`config.mk`:
```
export PLATFORM = sky130hd
export DESIGN_NAME = barrel_shifter_right_pipe
export DESIGN_NICKNAME = d
export VERILOG_FILES = /design/src/rtl/barrel_shifter_right_pipe.sv
export SDC_FILE = /design/constraint.sdc
export NUM_CORES = 1
export LEC_CHECK = 0
export CORE_ASPECT_RATIO = 0.75
export CORE_MARGIN = 2
export CORE_UTILIZATION = 50
export CTS_CLUSTER_DIAMETER = 80
export DETAILED_ROUTE_END_ITERATION = 16
export PLACE_DENSITY = 0.75
export RECOVER_POWER = 25
export SLEW_MARGIN = 0
export SYNTH_ARGS = -nofsm -noshare
export SYNTH_HDL_FRONTEND = slang
export SYNTH_SLANG_ARGS = --single-unit
```
`constraint.sdc`:
```
create_clock -name clk -period 1.3 [get_ports clk]
set_input_delay 0.26 -clock clk [delete_from_list [all_inputs] [get_ports clk]]
set_output_delay 0.26 -clock clk [all_outputs]
set_load 0.005 [all_outputs]
```
`src/rtl/barrel_shifter_right_pipe.sv`:
```
// Four-stage pipelined 16-bit right barrel shifter (logical / arithmetic / rotate).
// Each stage resolves one shift_mag bit; valid/ready on both sides with bubble collapsing.
module barrel_shifter_right_pipe (
    input  logic        clk,
    input  logic        rst_n,
    input  logic        in_valid,
    output logic        in_ready,
    input  logic [15:0] Ip,
    input  logic [3:0]  shift_mag,
    input  logic [1:0]  mode,
    output logic        out_valid,
    input  logic        out_ready,
    output logic [15:0] Op
);

    localparam int unsigned W    = 16;
    localparam int unsigned MODE = 2;

    // One fixed-distance right shift; upper fill chosen by mode (reserved acts as logical).
    function automatic logic [W-1:0] shr_stage(
        input logic [W-1:0]    d,
        input logic            sign,
        input logic [MODE-1:0] md,
        input logic            en,
        input int unsigned     sh
    );
        logic [W-1:0] fill;
        fill = '0;
        case (md)
            2'b01:   fill = {W{sign}};
            2'b10:   fill = d;
            default: fill = '0;
        endcase
        if (!en) return d;
        return W'({fill, d} >> sh);
    endfunction

    logic [W-1:0]    s1_data, s2_data, s3_data, s4_data;
    logic [2:0]      s1_mag;
    logic [1:0]      s2_mag;
    logic            s3_mag;
    logic [MODE-1:0] s1_mode, s2_mode, s3_mode;
    logic            s1_sign, s2_sign, s3_sign;
    logic            s1_v, s2_v, s3_v, s4_v;
    logic            ld1, ld2, ld3, ld4;

    // Load enables ripple back from the output so bubbles are squeezed out.
    assign ld4      = !s4_v || out_ready;
    assign ld3      = !s3_v || ld4;
    assign ld2      = !s2_v || ld3;
    assign ld1      = !s1_v || ld2;
    assign in_ready = ld1;

    assign Op        = s4_data;
    assign out_valid = s4_v;

    // Payload only moves with a valid token; valid flags follow the load enables.
    always_ff @(posedge clk or negedge rst_n) begin
        if (!rst_n) begin
            s1_data <= '0; s2_data <= '0; s3_data <= '0; s4_data <= '0;
            s1_mag  <= '0; s2_mag  <= '0; s3_mag  <= 1'b0;
            s1_mode <= '0; s2_mode <= '0; s3_mode <= '0;
            s1_sign <= 1'b0; s2_sign <= 1'b0; s3_sign <= 1'b0;
            s1_v    <= 1'b0; s2_v    <= 1'b0; s3_v    <= 1'b0; s4_v <= 1'b0;
        end else begin
            if (ld1) begin
                s1_v <= in_valid;
                if (in_valid) begin
                    s1_data <= shr_stage(Ip, Ip[15], mode, shift_mag[0], 32'd1);
                    s1_mag  <= shift_mag[3:1];
                    s1_mode <= mode;
                    s1_sign <= Ip[15];
                end
            end
            if (ld2) begin
                s2_v <= s1_v;
                if (s1_v) begin
                    s2_data <= shr_stage(s1_data, s1_sign, s1_mode, s1_mag[0], 32'd2);
                    s2_mag  <= s1_mag[2:1];
                    s2_mode <= s1_mode;
                    s2_sign <= s1_sign;
                end
            end
            if (ld3) begin
                s3_v <= s2_v;
                if (s2_v) begin
                    s3_data <= shr_stage(s2_data, s2_sign, s2_mode, s2_mag[0], 32'd4);
                    s3_mag  <= s2_mag[1];
                    s3_mode <= s2_mode;
                    s3_sign <= s2_sign;
                end
            end
            if (ld4) begin
                s4_v <= s3_v;
                if (s3_v) begin
                    s4_data <= shr_stage(s3_data, s3_sign, s3_mode, s3_mag, 32'd8);
                end
            end
        end
    end

endmodule
```
Word-level counts from Yosys, hierarchy flattened
Cells that the tools add are included.

storage, ports and cells
  output and inout bits = 18
  register bits = 83
  bits in latches = 0
  memory bits (read-only) = 0
  bits in writable memories = 0
  memories kept = 0
  logic and storage cells = 61

cells by class
  bitwise operators = 0
  multipliers = 0
  $add $sub $neg = 0
  order comparisons = 0
  shift-type cells = 0
  divide/modulo/power cells = 0
  equality and inequality tests = 8
  reduce and logical (&&, ||, !) cells = 12
  multiplexer cells = 24

operators by type and width
  cell                                                              number
  16-bit 2-to-1 mux                                                 8
  8-bit case mux with 2 select lines                                1
  1-bit 2-to-1 mux                                                  12
  2-bit by 1-bit == test with 1-bit output (second input constant)  4
  2-bit == test (second input constant)                             4
  4-bit case mux with 2 select lines                                1
  2-bit AND reduction                                               4
  1-bit zero test                                                   4
  1-bit logical OR                                                  4
  2-bit case mux with 2 select lines                                1
  1-bit case mux with 2 select lines                                1

Depth between registers and ports, before layout
  depth in word-level cells = 7
  mapped depth = 7
  depth with buffers taken out = 6

Worst setup path before layout
No wires, ideal clock.

  kind = reg-to-reg
  start = register s3_mode[0]
  end = register s4_data[14] (netlist: Op[14])
  data arrival time = 1.186 ns
  required time = 1.165 ns
  stages on the path, launching flop included = 7
  path buffers = 1
  library setup time = 0.135 ns
  setup slack = -0.021 ns
  path through = dfrtp_1 -> ha_1 -> and2_1 -> clkbuf_1 -> a21oi_1 -> a2bb2oi_1 -> o21ai_0

between the ends
  cells in the longest elaborated chain, start to end = 3
  elaborated cells between the ends (all ways) = 4
  classes of those cells = eq/ne: 2; mux: 2

RTL lines
  what                                                                       RTL line  RTL
  start: declaration                                                         42        logic [MODE-1:0] s1_mode, s2_mode, s3_mode;
  start signal: assignment                                                   89        s3_mode <= s2_mode;
  2-bit == test or 2-bit by 1-bit == test with 1-bit output (tied branches)  29        case (md)
  8-bit case mux with 2 select lines (*)                                     29
  16-bit 2-to-1 mux (*)                                                      35        return W'({fill, d} >> sh);
  end signal: assignment                                                     96        s4_data <= shr_stage(s3_data, s3_sign, s3_mode, s3_mag, 32'd8);
  end: declaration                                                           38        logic [W-1:0] s1_data, s2_data, s3_data, s4_data;

Mark *: on every way between the ends. The rest lies on a longest branch, timed or not.
A chain may end at the register's enable or synchronous reset.

Worst setup path after layout
  start = register s4_v (netlist: out_valid)
  end = output port in_ready

between the ends
  cells in the longest elaborated chain, start to end = 5

RTL lines
  what                      RTL line  RTL
  start: declaration        44        logic s1_v, s2_v, s3_v, s4_v;
  start signal: assignment  94        s4_v <= s3_v;
  1-bit zero test           48        assign ld4 = !s4_v || out_ready;
  1-bit logical OR          48
  1-bit logical OR          49        assign ld3 = !s3_v || ld4;
  1-bit logical OR          50        assign ld2 = !s2_v || ld3;
  1-bit logical OR          51        assign ld1 = !s1_v || ld2;
  end: declaration          7         output logic in_ready,

No other way between the ends.

==> flow_metrics.env <==
export IMPL_status="finished with violations"
export IMPL_violations="setup timing"
export IMPL_netlist_top_cells_area="dfrtp_1 53%, mux2i_1 13%, o21ai_0 9.1%"
export IMPL_cpPeakStageDelay_ns=0.42
export IMPL_globalRouteOverflowTotal=0
export IMPL_h_tree_depth=3
export IMPL_critical_path_class="reg2out"
export IMPL_synthesis_nets=409
export IMPL_clock_path_buffers=2
export IMPL_grt_pass1_wl_um=14000
export IMPL_r2r_cells=5
export IMPL_peakVddDrop_mv=0.962
export IMPL_cts_buffers_inserted=9
export IMPL_syn_area_per_cell_um2=10.4
export IMPL_n_fill_cell=504
export IMPL_synthToLayoutAreaGrowth_pct=40.1
export IMPL_drt_pass1_iterations=4
export IMPL_yosysTopAreaCell="dfrtp_1"
export IMPL_global_route_usage_met3_pct=5.36
export IMPL_portion_of_the_post_synthesis_area_used_by_sequential_elements_pct=53.5
export IMPL_cts_root_buffer="clkbuf_8"
export IMPL_final_antenna_net_count=0
export IMPL_height_of_the_die_um=80.3
export IMPL_hpwlAfterDp_um=5940
export IMPL_ioPinCount=44
export IMPL_wire_per_inst_um=18.4
export IMPL_max_slew_violation_count=0
export IMPL_synth_seq_cells=83
export IMPL_commonest_cells_after_routing_fill_and_taps_aside="82 x dfrtp_1, 52 x nand2_1, 51 x mux2i_1, 31 x o21ai_0, 27 x o21ai_1"
export IMPL_layout_cells_most_common="dfrtp_1"
export IMPL_postSynthCellCount=375
export IMPL_final_design_area_no_fill_mm2=0.00544
export IMPL_critical_path_peak_fanout=2
export IMPL_finish_net_count=486
export IMPL_crit_path_max_delay_cell_type="dfrtp_1"
export IMPL_place_inst=518
export IMPL_crit_start="out_valid"
export IMPL_synth_yosys_warnings=0
export IMPL_setup_worst_path_start_class="register"
export IMPL_timing_critical_path_required_ns=1.04
export IMPL_final_setup_skew_ns=0.0132
export IMPL_worstMarginPinSlew_ns=0.570
export IMPL_core_area_mm2=0.00743
export IMPL_clock_insertion_delay_worst_skew_ns=0.35
export IMPL_num_rows=27
export IMPL_die_wd_um=106
export IMPL_endpoint_kind="output pin"
export IMPL_netlist_cell_types=23
export IMPL_cts_tree="yes"
export IMPL_r2r_start="out_valid"
export IMPL_grt_busiest_layer="met2"
export IMPL_critical_path_cell_chain="nand4b_4 -> or2_4 -> buf_6"
export IMPL_grt_max_degree=37
export IMPL_grt_met2_usage_pct=35.5
export IMPL_floorplan_die_area_mm2=0.00850
export IMPL_power_per_cell_area_mw_per_mm2=1840
export IMPL_timing_final_hold_violations=0
export IMPL_numPortBuffers=43
export IMPL_layout_cells_non_filler=558
export IMPL_grt_usage_pct=21.2
export IMPL_worst_setup_hold_path_clk_slew_ns=0.08
export IMPL_post_drt_via_cell_ratio=5.63
export IMPL_fin_crit_sh_pct=114
export IMPL_dr_first_iter_drc_count=181
export IMPL_fmaxAchievable_mhz=674
export IMPL_postLayoutSetupSlackWorst_ns=-0.183
export IMPL_drive_gt1_share_pct=29.8
export IMPL_clock_sink_count=83
export IMPL_post_layout_min_period_ns=1.48
export IMPL_timing_critical_path_arrival_ns=1.22
export IMPL_dpl_cell_area_mm2=0.00460
export IMPL_first_global_vias=2963
export IMPL_worst_hold_path_type="in2async"
export IMPL_netlist_area_mm2=0.00388
export IMPL_drc_errors=0
export IMPL_power_leakage_nw=2.54
export IMPL_rsz0062_at_grt="true"
export IMPL_setup_viol=51
export IMPL_vias=3140
export IMPL_synth_top_cell_area_share_pct=53.5
export IMPL_routabilityCongestion=0.758
export IMPL_maxCapViolCount=0
export IMPL_initial_utilization_pct=52.3
export IMPL_totalWireLength_um=10300
export IMPL_gr_usage_met1_pct=28.0
export IMPL_timing_max_slew_rel_slack_pct=62.0
export IMPL_initial_antenna_violation_count=0
export IMPL_n_antenna_cell=0
## registers in the layout, summed over array words and instances (netlist names)
register	cells
s3_sign	1
s3_data	16
s3_mag	1
s2_data	16
s2_sign	1
s1_data	16
s1_sign	1
s2_mode	2
s3_mode	2
out_valid	1
s1_mag	3
Op	16
s1_v	1
s1_mode	2
s2_v	1
s3_v	1
s2_mag	2
## timing repair
item	in CTS	in global routing
endpoints found under the hold margin	18	0
cloned	3	7
hold buffers	1	0
pin swaps	8	14
endpoints found under the setup margin	56	89
setup buffers	5	11
gates resized for setup	76	87
## critical path: cells and delay by family, from the launching register on
kind	cells	cell delay, ns
buf+inv	1	0.11
flops	1	0.42
simple gates	2	0.35
## metrics by stage
stage	power [mW]	util [%]	hold WS [ns]	setup WS [ns]	setup TNS [ns]
2_1_floorplan	5.38	-	-0.0356	-0.000241	-0.000241
3_3_place_gp	6.44	62.0	0.174	-0.578	-24.95
3_5_place_dp	6.60	62.0	0.183	-0.571	-26.68
4_1_cts	9.00	68.4	0.349	-0.202	-5.50
5_1_grt	10.5	73.2	0.493	-0.252	-7.86
6_report	10.0	73.2	0.437	-0.183	-3.80
## final timing paths
| kind | endpoint | slack (ns) |
|---|---|---|
| max | in_ready | -0.18 |
| min | s1_data[1] | 0.44 |
| max reg2reg | s3_sign | -0.18 |
| min reg2reg | Op[15] | 0.49 |
| max in group asynchronous | s2_data[6] | 0.15 |
| min in group clk | Op[15] | 0.49 |
## synth_stat cells (all sizes together)
master   count
nand4b       1
mux2         9
inv         12
a21oi       13
a22oi        2
dfrtp       83
buf         16
nand3b       1
mux2i       51
and2         2
a2bb2oi     12
o21ai       72
ha           8
and4b        1
nand2       74
nand2b       6
clkbuf       9
nor2         2
or2          1
## layout make-up
class | instances | area [um^2] | area share (%)
clock buffers | 11 | 141 | 2.60
clock inverters | 5 | 100 | 1.84
inverters | 12 | 45.0 | 0.828
multi-input cells | 255 | 1950 | 35.8
flip-flops and latches | 83 | 2080 | 38.2
well taps | 101 | 126 | 2.32
repair buffers | 91 | 1000 | 18.4
## cells by family (layout without fill, tap and decap cells)
kind of cell / count (synthesis) / after routing / synth area share, %
buffers and inverters: 37 / 119 / 4.44
AND/OR/NAND/NOR: 88 / 88 / 9.63
adder cells (fa/ha/maj): 8 / 8 / 2.58
AO/OA/AOI/OAI: 99 / 99 / 14.1
flip-flops: 83 / 83 / 53.5
multiplexers: 60 / 60 / 15.7
## per-layer routing
layer / share of wire [%] / vias to the layer above / wire, um
met4: 1.8 / 0 / 189
li1: - / 1448 / -
met2: 50 / 116 / 5170
met5: 0 / - / 0
met1: 41 / 1558 / 4190
met3: 7.2 / 18 / 739
## report_power, final
group	internal (mW)	switching, mW
combinational	1.93	1.72
clock	1.32	0.918
sequential	3.34	0.790
Power figures use the tool's default switching activity.
